===== config.mk =====
export PLATFORM = sky130hd
export DESIGN_NAME = instruction_fetch_unit
export DESIGN_NICKNAME = d
export VERILOG_FILES = /design/src/rtl/instruction_fetch_unit.sv
export SDC_FILE = /design/constraint.sdc
export NUM_CORES = 1
export LEC_CHECK = 0
export CAP_MARGIN = 20
export CORE_MARGIN = 10
export CORE_UTILIZATION = 45
export CTS_CLUSTER_DIAMETER = 200
export DETAILED_ROUTE_END_ITERATION = 10
export GPL_TIMING_DRIVEN = 0
export PLACE_DENSITY = 0.78
export SLEW_MARGIN = 20
export SYNTH_ARGS = -nofsm -noshare
export SYNTH_HDL_FRONTEND = slang
export SYNTH_SLANG_ARGS = --single-unit

===== constraint.sdc =====
create_clock -name CLK -period 4.15 [get_ports CLK]
set_clock_uncertainty 0.2 [all_clocks]
set_input_delay 0.83 -clock CLK [delete_from_list [all_inputs] [get_ports CLK]]
set_output_delay 0.83 -clock CLK [all_outputs]
set_load 0.01 [all_outputs]

===== src/rtl/instruction_fetch_unit.sv =====
// ---------------------------------------------------------------------------
// instruction_fetch_unit
//   Owns the PC, fetches instruction words over a READ/BUSYWAIT handshake and
//   presents them to the decoder. After the decoder resolves JUMP/BRANCH and
//   the ALU resolves ZERO, it computes the next PC.
//
// Ports
//   CLK, RESET          clock, asynchronous active-high reset
//   JUMP, BRANCH, BNE   control-unit flow-change requests (BNE only with macro)
//   ZERO                ALU zero flag
//   OFFSET              signed offset in instructions (INSTRUCTION[23:16])
//   STALL               data-memory busywait, freezes the ISSUE state
//   IMEM_READ/ADDR      instruction memory request, address = PC
//   IMEM_READDATA       fetched word
//   IMEM_BUSYWAIT       memory not ready
//   INSTRUCTION         registered instruction word
//   INSTR_VALID         INSTRUCTION is live this cycle
//   PC                  address of the current instruction
//
// Configuration macro
//   BRANCH_NE_EN  defined: BNE & ~ZERO also selects the branch target.
//                 undefined: BNE is ignored.
// ---------------------------------------------------------------------------
module instruction_fetch_unit #(
    parameter int                  PC_WIDTH     = 32,
    parameter int                  INSTR_WIDTH  = 32,
    parameter int                  OFFSET_WIDTH = 8,
    parameter logic [PC_WIDTH-1:0] RESET_PC     = '0
) (
    input  logic                    CLK,
    input  logic                    RESET,
    input  logic                    JUMP,
    input  logic                    BRANCH,
    input  logic                    BNE,
    input  logic                    ZERO,
    input  logic [OFFSET_WIDTH-1:0] OFFSET,
    input  logic                    STALL,
    output logic                    IMEM_READ,
    output logic [PC_WIDTH-1:0]     IMEM_ADDR,
    input  logic [INSTR_WIDTH-1:0]  IMEM_READDATA,
    input  logic                    IMEM_BUSYWAIT,
    output logic [INSTR_WIDTH-1:0]  INSTRUCTION,
    output logic                    INSTR_VALID,
    output logic [PC_WIDTH-1:0]     PC
);

    // S_IDLE exists only so that IMEM_READ stays low while reset is held;
    // the first edge after release moves to S_FETCH.
    typedef enum logic [1:0] {
        S_IDLE  = 2'd0,
        S_FETCH = 2'd1,
        S_WAIT  = 2'd2,
        S_ISSUE = 2'd3
    } state_t;

    state_t                  r_state;
    state_t                  w_next_state;
    logic                    w_latch;
    logic                    w_advance;
    logic                    w_take;
    logic [PC_WIDTH-1:0]     w_seq;
    logic [PC_WIDTH-1:0]     w_off_ext;
    logic [PC_WIDTH-1:0]     w_target;
    logic [PC_WIDTH-1:0]     r_pc;
    logic [INSTR_WIDTH-1:0]  r_instr;
    logic                    r_instr_valid;

    // ---------------- state register ----------------
    always_ff @(posedge CLK or posedge RESET) begin
        if (RESET) r_state <= S_IDLE;
        else       r_state <= w_next_state;
    end

    // ---------------- next-state logic ----------------
    always_comb begin
        w_next_state = r_state;
        case (r_state)
            S_IDLE:  w_next_state = S_FETCH;
            S_FETCH: w_next_state = IMEM_BUSYWAIT ? S_WAIT : S_ISSUE;
            S_WAIT:  w_next_state = IMEM_BUSYWAIT ? S_WAIT : S_ISSUE;
            S_ISSUE: w_next_state = STALL ? S_ISSUE : S_FETCH;
            default: w_next_state = S_IDLE;
        endcase
    end

    // ---------------- output / control decode ----------------
    always_comb begin
        IMEM_READ = 1'b0;
        w_latch   = 1'b0;
        w_advance = 1'b0;
        case (r_state)
            S_FETCH, S_WAIT: begin
                IMEM_READ = 1'b1;
                w_latch   = ~IMEM_BUSYWAIT;
            end
            S_ISSUE: w_advance = ~STALL;
            default: ;
        endcase
    end

    // ---------------- next-PC datapath ----------------
    // Offset counts instructions, so it is scaled by 4 bytes. All arithmetic
    // is modulo 2^PC_WIDTH and wraps silently.
    assign w_seq     = r_pc + PC_WIDTH'(4);
    assign w_off_ext = {{(PC_WIDTH-OFFSET_WIDTH){OFFSET[OFFSET_WIDTH-1]}}, OFFSET};
    assign w_target  = w_seq + (w_off_ext << 2);

`ifdef BRANCH_NE_EN
    assign w_take = JUMP | (BRANCH & ZERO) | (BNE & ~ZERO);
`else
    // BNE is deliberately left unloaded in the BEQ-only build.
    logic w_unused_bne;
    assign w_unused_bne = BNE;
    assign w_take = JUMP | (BRANCH & ZERO);
`endif

    // ---------------- PC / instruction registers ----------------
    always_ff @(posedge CLK or posedge RESET) begin
        if (RESET) begin
            r_pc          <= RESET_PC;
            r_instr       <= '0;
            r_instr_valid <= 1'b0;
        end else begin
            if (w_latch) begin
                r_instr       <= IMEM_READDATA;
                r_instr_valid <= 1'b1;
            end
            if (w_advance) begin
                r_pc          <= w_take ? w_target : w_seq;
                r_instr_valid <= 1'b0;
            end
        end
    end

    assign IMEM_ADDR   = r_pc;
    assign PC          = r_pc;
    assign INSTRUCTION = r_instr;
    assign INSTR_VALID = r_instr_valid;

endmodule

==> results of run 1 <==
[through the flow]
step	utilization (%)	hold slack, ps	instance area [um^2]	total power [W]
after floorplan	-	335	5390	0.00369
after global placement	60.3	288	6970	0.00519
after detailed placement	60.5	296	7000	0.00530
after CTS	66.8	309	7730	0.00648
after global routing	68.3	329	7890	0.00708
final	68.3	308	7890	0.00666
[layer usage]
layer | GRT usage, % | up-vias | share of wire [%]
met3 | 8.32 | 41 | 12
met5 | 0 | - | 0
met1 | 25.8 | 2765 | 38
li1 | - | 2598 | -
met2 | 38.1 | 351 | 48
met4 | 7.63 | 0 | 1.9
[state kept, by name, summed over array words and instances, names as in the netlist]
register,flops
INSTRUCTION,32
IMEM_ADDR,30
r_state,2
INSTR_VALID,1
[cell usage after synthesis, drive strengths merged (5+ instances only)]
master and count:
inv 17, nand3 18, a21o 15, buf 42, nand2 48, a31oi 7, mux2 33, dfrtp 65
ha 39, nand2b 5, nor3 15, nand4 14, xnor2 35, a21oi 65, o22ai 13, or4 5
o21ai 32, nor2 54, xor2 12, o21bai 9, clkbuf 16, and3 10
[area by class of cell]
type                    count  area [um^2]
plain buffers              57          387
flip-flops and latches     65         1650
well taps                 143          179
inverters                  17         66.3
repair buffers            177         1690
clock buffers               9          225
multi-input cells         487         3610
fillers                   864         3670
clock inverters             7         82.6
[cells in the final DEF, fill, tap and decap left out, types with 3 or more instances in the layout]
cell	count
clkdlybuf4s50_1	139
buf_4	72
a21oi_1	63
nor2_1	48
nand2_1	46
dfrtp_1	45
xnor2_1	34
ha_1	34
mux2_2	33
o21ai_0	29
dfrtp_2	20
inv_1	16
clkbuf_1	15
a21o_1	15
o22ai_1	13
nand4_1	13
nor3_1	12
nand3_1	10
xor2_1	10
and3_1	9
o21bai_1	9
clkbuf_16	9
a31oi_1	6
buf_6	5
nand3_2	5
nand2b_1	5
conb_1	4
inv_6	4
nor2_2	3
and4_1	3
o21a_1	3
nand3_4	3
nor3_4	3
nor2_4	3
or4_4	3
nor3b_1	3
or3_1	3
ha_2	3
[report_power, final]
part,total [W],internal [W],leakage (nW),switching (W)
Combinational,0.00452,0.00231,2.38,0.00221
Clock,0.000807,0.000476,0.151,0.000331
Sequential,0.00134,0.000976,0.736,0.000364
[worst max-delay path by stage]
stage | depth (start not counted) | endpoint
after floorplan | 12 | IMEM_ADDR[31]
after global placement | 11 | IMEM_ADDR[31]
after detailed placement | 14 | IMEM_ADDR[31]
after CTS | 17 | IMEM_ADDR[31]
after global routing | 17 | IMEM_ADDR[31]
final | 16 | IMEM_ADDR[31]
[timing repair]
| item | in CTS | in global routing |
|---|---|---|
| gates resized for setup | 53 | 26 |
| setup buffers | 28 | 8 |
| pin swaps | 13 | 8 |
| setup endpoints to repair | 6 | 5 |
[cell families after synthesis]
| kind of cell | count (synthesis) | synth area share (%) |
|---|---|---|
| simple gates | 192 | 17.8 |
| other cells | 1 | 0.0698 |
| compound gates | 169 | 19.1 |
| mux | 35 | 7.29 |
| flops | 65 | 30.3 |
| xor+xnor | 47 | 7.66 |
| buf+inv | 75 | 8.33 |
| fa+ha+maj | 40 | 9.45 |
==> qor.yml, run 1 <==
cp-start-kind: "register"
seq_area_frac_synth_pct: 30.3
grt_antenna_before_repair: 0
worst-path-max-fanout: 8
fp-row-count: 39
grt_usage_pct: 22.5
unrepaired_setup_endpoints_after_global_routing: "true"
fmax_mhz: 242
number_of_hold_buffers_added_after_cts: 0
reg2regPathDepth: 16
worstSetupPathType: "reg -> reg"
setup_tns_final_ps: 0
largest_net_degree_at_the_start_of_global_routing: 49
launching_point_of_the_worst_reg2reg_path: "IMEM_ADDR[19]"
pre_cts_ws_ps: -709
drt_first_pass_iters: 5
timing.critical_path.buf_inv: 1
vias_in_the_first_global_route: 5783
layout_min_cycle_time_ps: 4130
hold_viol: 0
cell_breakdown_of_the_critical_path: "nand2_1, or4_1, or2_1, buf_6, nor2_4, nand3_4, xnor2_4, ha_4, o21ai_4, a21oi_2, or4_4, a31oi_4, o31ai_4, xor2_1, a2111o_1, nand3_2"
worst-endpoint-arrival_ps: 4200
die_width_um: 129
whs_path_depth: 1
syn-cell-area_um2: 5380
power.leakage_nw: 3.27
synth-warning-count: 0
die-height_um: 129
cp.required_ps: 4230
numCtsBuffers: 9
route.final.wire_length_mm: 19.4
timing.critical_path.slowest_cell_delay_ps: 560
hold_crit_class: "reg -> reg"
start_util_pct: 46.5
yosys_cell_types: 60
total_of_flip_flops_plus_latches_after_synthesis: 65
detailedRoute.firstIterationViolations: 580
clk_transition_reported_paths_ps: 60
die-area_um2: 16700
yosys-top-cells-area: "dfrtp_1, ha_1, mux2_2"
route.antenna.remaining_nets: 0
number_of_enable_type_register_cells_in_the_synthesized_netlist: 0
routability_driven_placement_congestion_ratio: 0.899
timing.reg2reg.setup_slack_ps: 20
numClockSinks: 65
synthesis.area_per_instance_um2: 8.61
drt_drc_violations_left: 0
worst_skew_pair.late_latency_ps: 350
timing.final.ws_setup_ps: 23.5
worstSetupEndpointType: "register"
async_reset_ff_share_pct: 100
nets: 902
numPlacedInstances: 911
final-max-slew-violation-count: 0
clock_tree_from_tritoncts: "done"
crit_path_start: "IMEM_ADDR[19]"
synth.largest_area_cell: "dfrtp_1"
crit_slowest_cell: "or4_1"
ctsRootBufferMaster: "clkbuf_16"
post-route-period-util_pct: 99.4
h_tree_lvl_count: 3
post_drt_via_cell_ratio: 5.98
peakVddDrop_mv: 0.540
grt.overflow.total: 0
min-delay-start: "INSTRUCTION[21]"
setup-violations-final: 0
placement.io_buffers: 140
holdPathEnd: "INSTRUCTION[21]"
power.density_nw_per_um2: 844
area_overhead_of_the_layout_relative_to_synthesis_pct: 46.9
outcome: "finished clean"
synthCells: 624
dp.final_hpwl_mm: 13.8
io-pin-count: 146
slew_headroom_pct: 47.1
diodes: 0
synth_top_flop_cell: "dfrtp_1"
wire_length_of_the_first_global_routing_pass_mm: 30.2
netlist.area_leader.share_pct: 30.3
worst_slew_pin_slew_ps: 794
post_route_cells_drive_above_1_share_pct: 23.9
max_cap_viol_count: 0
floorplan.core_area_um2: 11600
crit-reg2reg-capture: "IMEM_ADDR[31]"
routedWlPerCell_um: 20.2
number_of_buffers_on_the_longest_clock_path: 2
timing.critical_path.max_delay_family: "simple AND/OR/NAND/NOR gates"
via_count: 5755
final_cells: 962
Power figures use the tool's default switching activity.
==> inputs of run 2 (changes only) <==
Settings changed: PLACE_DENSITY 0.78 to 0.81.
==> run 2 against run 1 <==
  * Wire length is 5.1% higher
  * Combinational power is 6.0% higher
  * Sequential share of layout area is 0.72 points lower
  * Core utilization is 2.4 points higher
  * Register-to-register slack worse by 50 ps
  * Global-route usage is 0.55 points lower
  * Setup slack worse by 54 ps
  * Critical path depth stayed put
  * First-iteration DRC count is 15% higher
  * The run now ends with setup timing left
==> qor.yml, run 2 (synthesis results as in run 1) <==
clk_transition_reported_paths_ps: 60  # about the same
routedWlPerCell_um: 20.6  # was 20.2 um
grt.overflow.total: 0  # unchanged
whs_path_depth: 1  # unchanged
worst_skew_pair.late_latency_ps: 340  # was 350 ps
slew_headroom_pct: 47.3  # was 47.1%
hold_viol: 0  # unchanged
nets: 932  # was 902
route.final.wire_length_mm: 20.4  # was 19.4 mm
numClockSinks: 65  # unchanged
worstSetupEndpointType: "register"  # unchanged
worst_hold_slack_ps: 306  # was 308 ps
reg2regPathDepth: 16  # unchanged
cp-start-kind: "register"  # unchanged
routability_driven_placement_congestion_ratio: 0.916  # was 0.899
cp.required_ps: 4220  # was 4230 ps
pre_cts_ws_ps: -679  # was -709 ps
peakVddDrop_mv: 0.580  # was 0.540 mV
h_tree_lvl_count: 3  # unchanged
outcome: "complete, but fails checks"  # was finished clean
route.antenna.remaining_nets: 0  # unchanged
die-area_um2: 16700  # unchanged
max_cap_viol_count: 0  # unchanged
drt_drc_violations_left: 0  # unchanged
grt_usage_pct: 22.0  # was 22.5%
violations_in_the_final_reports: "setup timing"
die-height_um: 129  # unchanged
ctsRootBufferMaster: "clkbuf_16"  # unchanged
power.leakage_nw: 3.43  # was 3.27 nW
detailedRoute.firstIterationViolations: 669  # was 580
number_of_buffers_on_the_longest_clock_path: 2  # unchanged
post_drt_via_cell_ratio: 6.06  # was 5.98
area_overhead_of_the_layout_relative_to_synthesis_pct: 52.1  # was 46.9%
drt_first_pass_iters: 6  # was 5
start_util_pct: 46.5  # unchanged
worst-path-max-fanout: 5  # was 8
final_common_cell: "clkdlybuf4s50_1"  # unchanged
timing.final.ws_setup_ps: -30.1  # was 23.5 ps
numCtsBuffers: 9  # unchanged
io-pin-count: 146  # unchanged
via_count: 6012  # was 5755
post-route-period-util_pct: 101  # was 99.4%
fillers: 780  # was 864
unrepaired_setup_endpoints_after_global_routing: "true"  # unchanged
number_of_flip_flops_in_the_largest_register: 32  # unchanged
diodes: 0  # unchanged
vias_in_the_first_global_route: 5668  # was 5783
wire_length_of_the_first_global_routing_pass_mm: 29.8  # was 30.2 mm
fmax_mhz: 239  # was 242 MHz
layout_min_cycle_time_ps: 4180  # was 4130 ps
grt_antenna_before_repair: 0  # unchanged
power.density_nw_per_um2: 849  # was 844 nW/um^2
post_route_cells_drive_above_1_share_pct: 26.6  # was 23.9%
worst-endpoint-arrival_ps: 4250  # was 4200 ps
worst_slew_pin_slew_ps: 791  # was 794 ps
die_width_um: 129  # unchanged
final-max-slew-violation-count: 0  # unchanged
clock_tree_from_tritoncts: "done"  # unchanged
final_cell_mix: "clkdlybuf4s50_1, buf_4, a21oi_1"  # unchanged
dp.final_hpwl_mm: 13.8  # about the same
floorplan.core_area_um2: 11600  # unchanged
fp-row-count: 39  # unchanged
number_of_hold_buffers_added_after_cts: 0  # unchanged
placement.io_buffers: 140  # unchanged
worstSetupPathType: "reg -> reg"  # unchanged
setup-violations-final: 1  # was 0
hold_crit_class: "reg -> reg"  # unchanged
largest_net_degree_at_the_start_of_global_routing: 52  # was 49
## run 2: cell count changes in the layout (fill, tap and decap cells not counted), sizes merged
cell,delta
buf,+30
clkinv,-1
clkinvlp,+3
inv,-3
clkbuf,+1
## run 2: stage by stage
step	total power, W	instances	TNS [ps]	area, um^2	utilization (%)
global placement	0.00519	910	-10800	6970	60.3
global route	0.00733	992	-181	8170	70.7
floorplan	0.00369	627	0	5390	-
finish	0.00694	992	-30.1	8170	70.7
CTS	0.00641	952	0	7700	66.6
detailed placement	0.00529	911	-1490	7000	60.5
## run 2: per-layer routing
layer	share of wire [%]	track usage, %	vias to the layer above	wire [um]
met3	13	8.93	78	2680
met4	3.1	7.69	0	638
met1	35	24.7	2833	7210
met5	0	0	-	0
li1	-	-	2664	-
met2	48	37.0	437	9890
## run 2: critical path, stage by stage, from the launching register on
cell	delay [ps]
dfrtp_1	370
buf_6	120
nand4_1	170
or4_4	500
or2_1	280
buf_6	150
nor2_4	170
xor2_1	230
ha_1	280
nand2_1	110
a21oi_2	60
or4_4	430
a31oi_4	210
o31ai_4	120
xor2_1	180
a2111o_1	450
nand3_1	90
## run 2: repair_timing
item	4_1_cts	5_1_grt
pin swaps	13	21
gates cloned	0	0
gates resized for setup	53	32
setup buffers	26	40
endpoints found under the setup margin	6	6
## run 2: path summary, 6_finish.rpt
path / startpoint / to / slack [ps]
hold reg to reg: INSTRUCTION[19] / INSTRUCTION[19] / 310
setup reg to reg: IMEM_ADDR[8] / IMEM_ADDR[31] / -30
hold / removal: INSTRUCTION[19] / INSTRUCTION[19] / 310
setup / recovery: IMEM_ADDR[8] / IMEM_ADDR[31] / -30
min in group asynchronous: RESET / INSTRUCTION[13] / 570
max in group asynchronous: RESET / IMEM_ADDR[15] / 2650
## run 2: area by class of cell
class / instances / area [um^2] / share of cell area, %
plain buffers: 57 / 387 / 4.73
clock buffers: 10 / 239 / 2.92
clock inverters: 6 / 66.3 / 0.811
inverters: 17 / 66.3 / 0.811
multi-input cells: 487 / 3670 / 44.8
flip-flops and latches: 65 / 1650 / 20.2
well taps: 143 / 179 / 2.19
repair buffers: 207 / 1920 / 23.5
## run 2: power by group
group	switching [W]	internal, W	total, W	leakage, nW
combinational	0.00231	0.00248	0.00479	2.55
clock	0.000300	0.000482	0.000782	0.141
sequential	0.000390	0.000977	0.00137	0.736
==> inputs of run 3 (changes only) <==
Settings changed: CORE_UTILIZATION 45 to 50, PLACE_DENSITY 0.81 to 0.85, TNS_END_PERCENT set to 1.
Clock period 4.15 ns to 5.3 ns, I/O delays scaled along.
==> run 3 against run 2 <==
  * Non-clock buffer count shrank 65
  * Largest cell class unchanged
  * The run now ends clean
  * Cell count fell by 7.4%
  * Critical path type unchanged
  * Combinational power down 34%
==> qor.yml, run 3 (synthesis results as in run 1) <==
crit-reg2reg-capture: "IMEM_ADDR[31]"  # unchanged
fmax_mhz: 197  # was 239 MHz
route.antenna.remaining_nets: 0  # unchanged
h_tree_lvl_count: 3  # unchanged
largest_net_degree_at_the_start_of_global_routing: 38  # was 52
power.switching_w: 0.00207  # was 0.00300 W
drt_drc_violations_left: 0  # unchanged
power.share.clock_pct: 9.3  # was 11.3%
number_of_buffers_on_the_longest_clock_path: 2  # unchanged
whs_path_depth: 1  # unchanged
timing.reg2reg.setup_slack_ps: 230  # was -30 ps
dp.final_hpwl_mm: 13.8  # about the same
unrepaired_setup_endpoints_after_global_routing: "false"  # was true
fp-row-count: 37  # was 39
area_overhead_of_the_layout_relative_to_synthesis_pct: 33.5  # was 52.1%
launching_point_of_the_worst_reg2reg_path: "IMEM_ADDR[2]"  # was IMEM_ADDR[8]
intPower_w: 0.00258  # was 0.00394 W
worst_hold_slack_ps: 311  # was 306 ps
die-height_um: 124  # was 129 um
worstSetupEndpointType: "register"  # unchanged
final_cell_mix: "clkdlybuf4s50_1, dfrtp_1, a21oi_1"  # was clkdlybuf4s50_1, buf_4, a21oi_1
outcome: "finished clean"  # was complete, but fails checks
clock_tree_from_tritoncts: "done"  # unchanged
fillers: 825  # was 780
seq_power_share_pct: 23.1  # was 19.7%
worst_skew_pair.late_latency_ps: 350  # was 340 ps
worst-path-max-fanout: 8  # was 5
met2WireLength_mm: 8.81  # was 9.89 mm
route.final.wire_length_mm: 18.1  # was 20.4 mm
numCtsBuffers: 9  # unchanged
routedWlPerCell_um: 19.7  # was 20.6 um
grt_antenna_before_repair: 0  # unchanged
setup_tns_final_ps: 0  # was -30.1 ps
final-max-slew-violation-count: 0  # unchanged
wire_length_of_the_first_global_routing_pass_mm: 28.7  # was 29.8 mm
worstSetupPathType: "reg -> reg"  # unchanged
holdPathEnd: "INSTRUCTION[26]"  # was INSTRUCTION[19]
placement.io_buffers: 140  # unchanged
maxUsedRoutingLayer: "met4"  # unchanged
layout_min_cycle_time_ps: 5070  # was 4180 ps
diodes: 0  # unchanged
ctsRootBufferMaster: "clkbuf_8"  # was clkbuf_16
switching_share_pct: 44.5  # was 43.2%
pwr-share-comb_pct: 67.6  # was 69.0%
setup-violations-final: 0  # was 1
max_cap_viol_count: 0  # unchanged
worst_slew_pin_slew_ps: 833  # was 791 ps
die_width_um: 124  # was 129 um
wl_met1_mm: 6.72  # was 7.21 mm
floorplan.core_area_um2: 10400  # was 11600 um^2
via_count: 5570  # was 6012
routability_driven_placement_congestion_ratio: 0.939  # was 0.916
die-area_um2: 15300  # was 16700 um^2
numClockSinks: 65  # unchanged
postCtsSetupBuffers: 0  # was 26
final_common_cell: "clkdlybuf4s50_1"  # unchanged
vias_in_the_first_global_route: 5782  # was 5668
start_util_pct: 51.6  # was 46.5%
power.density_nw_per_um2: 648  # was 849 nW/um^2
detailroute.wirelength.met3_mm: 2.19  # was 2.68 mm
number_of_flip_flops_in_the_largest_register: 32  # unchanged
io-pin-count: 146  # unchanged
worst-endpoint-arrival_ps: 5160  # was 4250 ps
detailedRoute.firstIterationViolations: 527  # was 669
crit_path_start: "IMEM_ADDR[2]"  # was IMEM_ADDR[8]
hold_crit_class: "reg -> reg"  # unchanged
clk_transition_reported_paths_ps: 80  # was 60 ps
drt_first_pass_iters: 7  # was 6
post-route-period-util_pct: 95.7  # was 101%
slew_headroom_pct: 44.0  # was 47.3%
nets: 867  # was 932
min-delay-start: "INSTRUCTION[26]"  # was INSTRUCTION[19]
post_drt_via_cell_ratio: 6.06  # about the same
post_route_cells_drive_above_1_share_pct: 12.9  # was 26.6%
hold_viol: 0  # unchanged
peakVddDrop_mv: 0.390  # was 0.580 mV
grt.overflow.total: 0  # unchanged
grt_usage_pct: 23.1  # was 22.0%
cp-start-kind: "register"  # unchanged
reg2regPathDepth: 16  # unchanged
cp.required_ps: 5390  # was 4220 ps
power.leakage_nw: 2.99  # was 3.43 nW
==> run 3: critical path, cell delays in order, from the launching register on <==
cell,delay [ps]
dfrtp_1,560
ha_1,250
nand3_1,200
nor2_1,250
nand3_1,200
or3_1,520
nor3_2,330
xor2_1,200
ha_1,320
o21ai_0,410
a21oi_1,80
or4_1,420
a31oi_1,180
o31ai_1,160
xor2_1,200
a2111o_1,450
nand3_1,90
==> run 3: worst max-delay path by stage <==
stage,slack [ps],end
after floorplan,1070,IMEM_ADDR[31]
after global placement,-430,IMEM_ADDR[31]
after detailed placement,390,IMEM_ADDR[31]
after CTS,350,IMEM_ADDR[31]
after global routing,40,IMEM_ADDR[31]
final,230,IMEM_ADDR[31]
==> run 3: stage by stage <==
step	util (%)	area (um^2)	setup WS, ps	std cells	total power, W
2_1_floorplan	-	5390	1070	627	0.00288
3_5_place_dp	67.0	6980	392	904	0.00415
4_1_cts	68.8	7170	347	919	0.00461
5_1_grt	68.9	7170	41.9	919	0.00495
6_report	68.9	7170	229	919	0.00465
3_3_place_gp	66.8	6960	-432	903	0.00404
==> run 3: per-layer routing <==
| layer | global-route usage [%] | up-vias |
|---|---|---|
| li1 | - | 2530 |
| met1 | 27.1 | 2616 |
| met2 | 39.3 | 380 |
| met3 | 7.24 | 44 |
| met4 | 7.06 | 0 |
| met5 | 0 | - |
==> run 3: timing repair <==
item / in CTS / in global routing
hold buffers: 0 / 0
gates resized for setup: 0 / 1
setup endpoints to repair: 0 / 1
==> run 3: final cells by class <==
cell class                 instances  area [um^2]  area share (%)
buffer                            58          384            5.35
timing repair buffer             141         1420            19.7
inverter                          17         66.3           0.924
multi-input combinational        487         3320            46.3
tap                              136          170            2.37
sequential                        65         1630            22.7
clock buffer                       9          124            1.73
clock inverter                     6         68.8           0.959
==> run 3: power by group through the flow <==
stage / sequential, W / combinational, W / clock, W
finish: 0.00107 / 0.00314 / 0.000434
global route: 0.00111 / 0.00339 / 0.000455
CTS: 0.00107 / 0.00311 / 0.000434
detailed placement: 0.00107 / 0.00308 / 0
global placement: 0.00105 / 0.00299 / 0
floorplan: 0.00110 / 0.00178 / 0
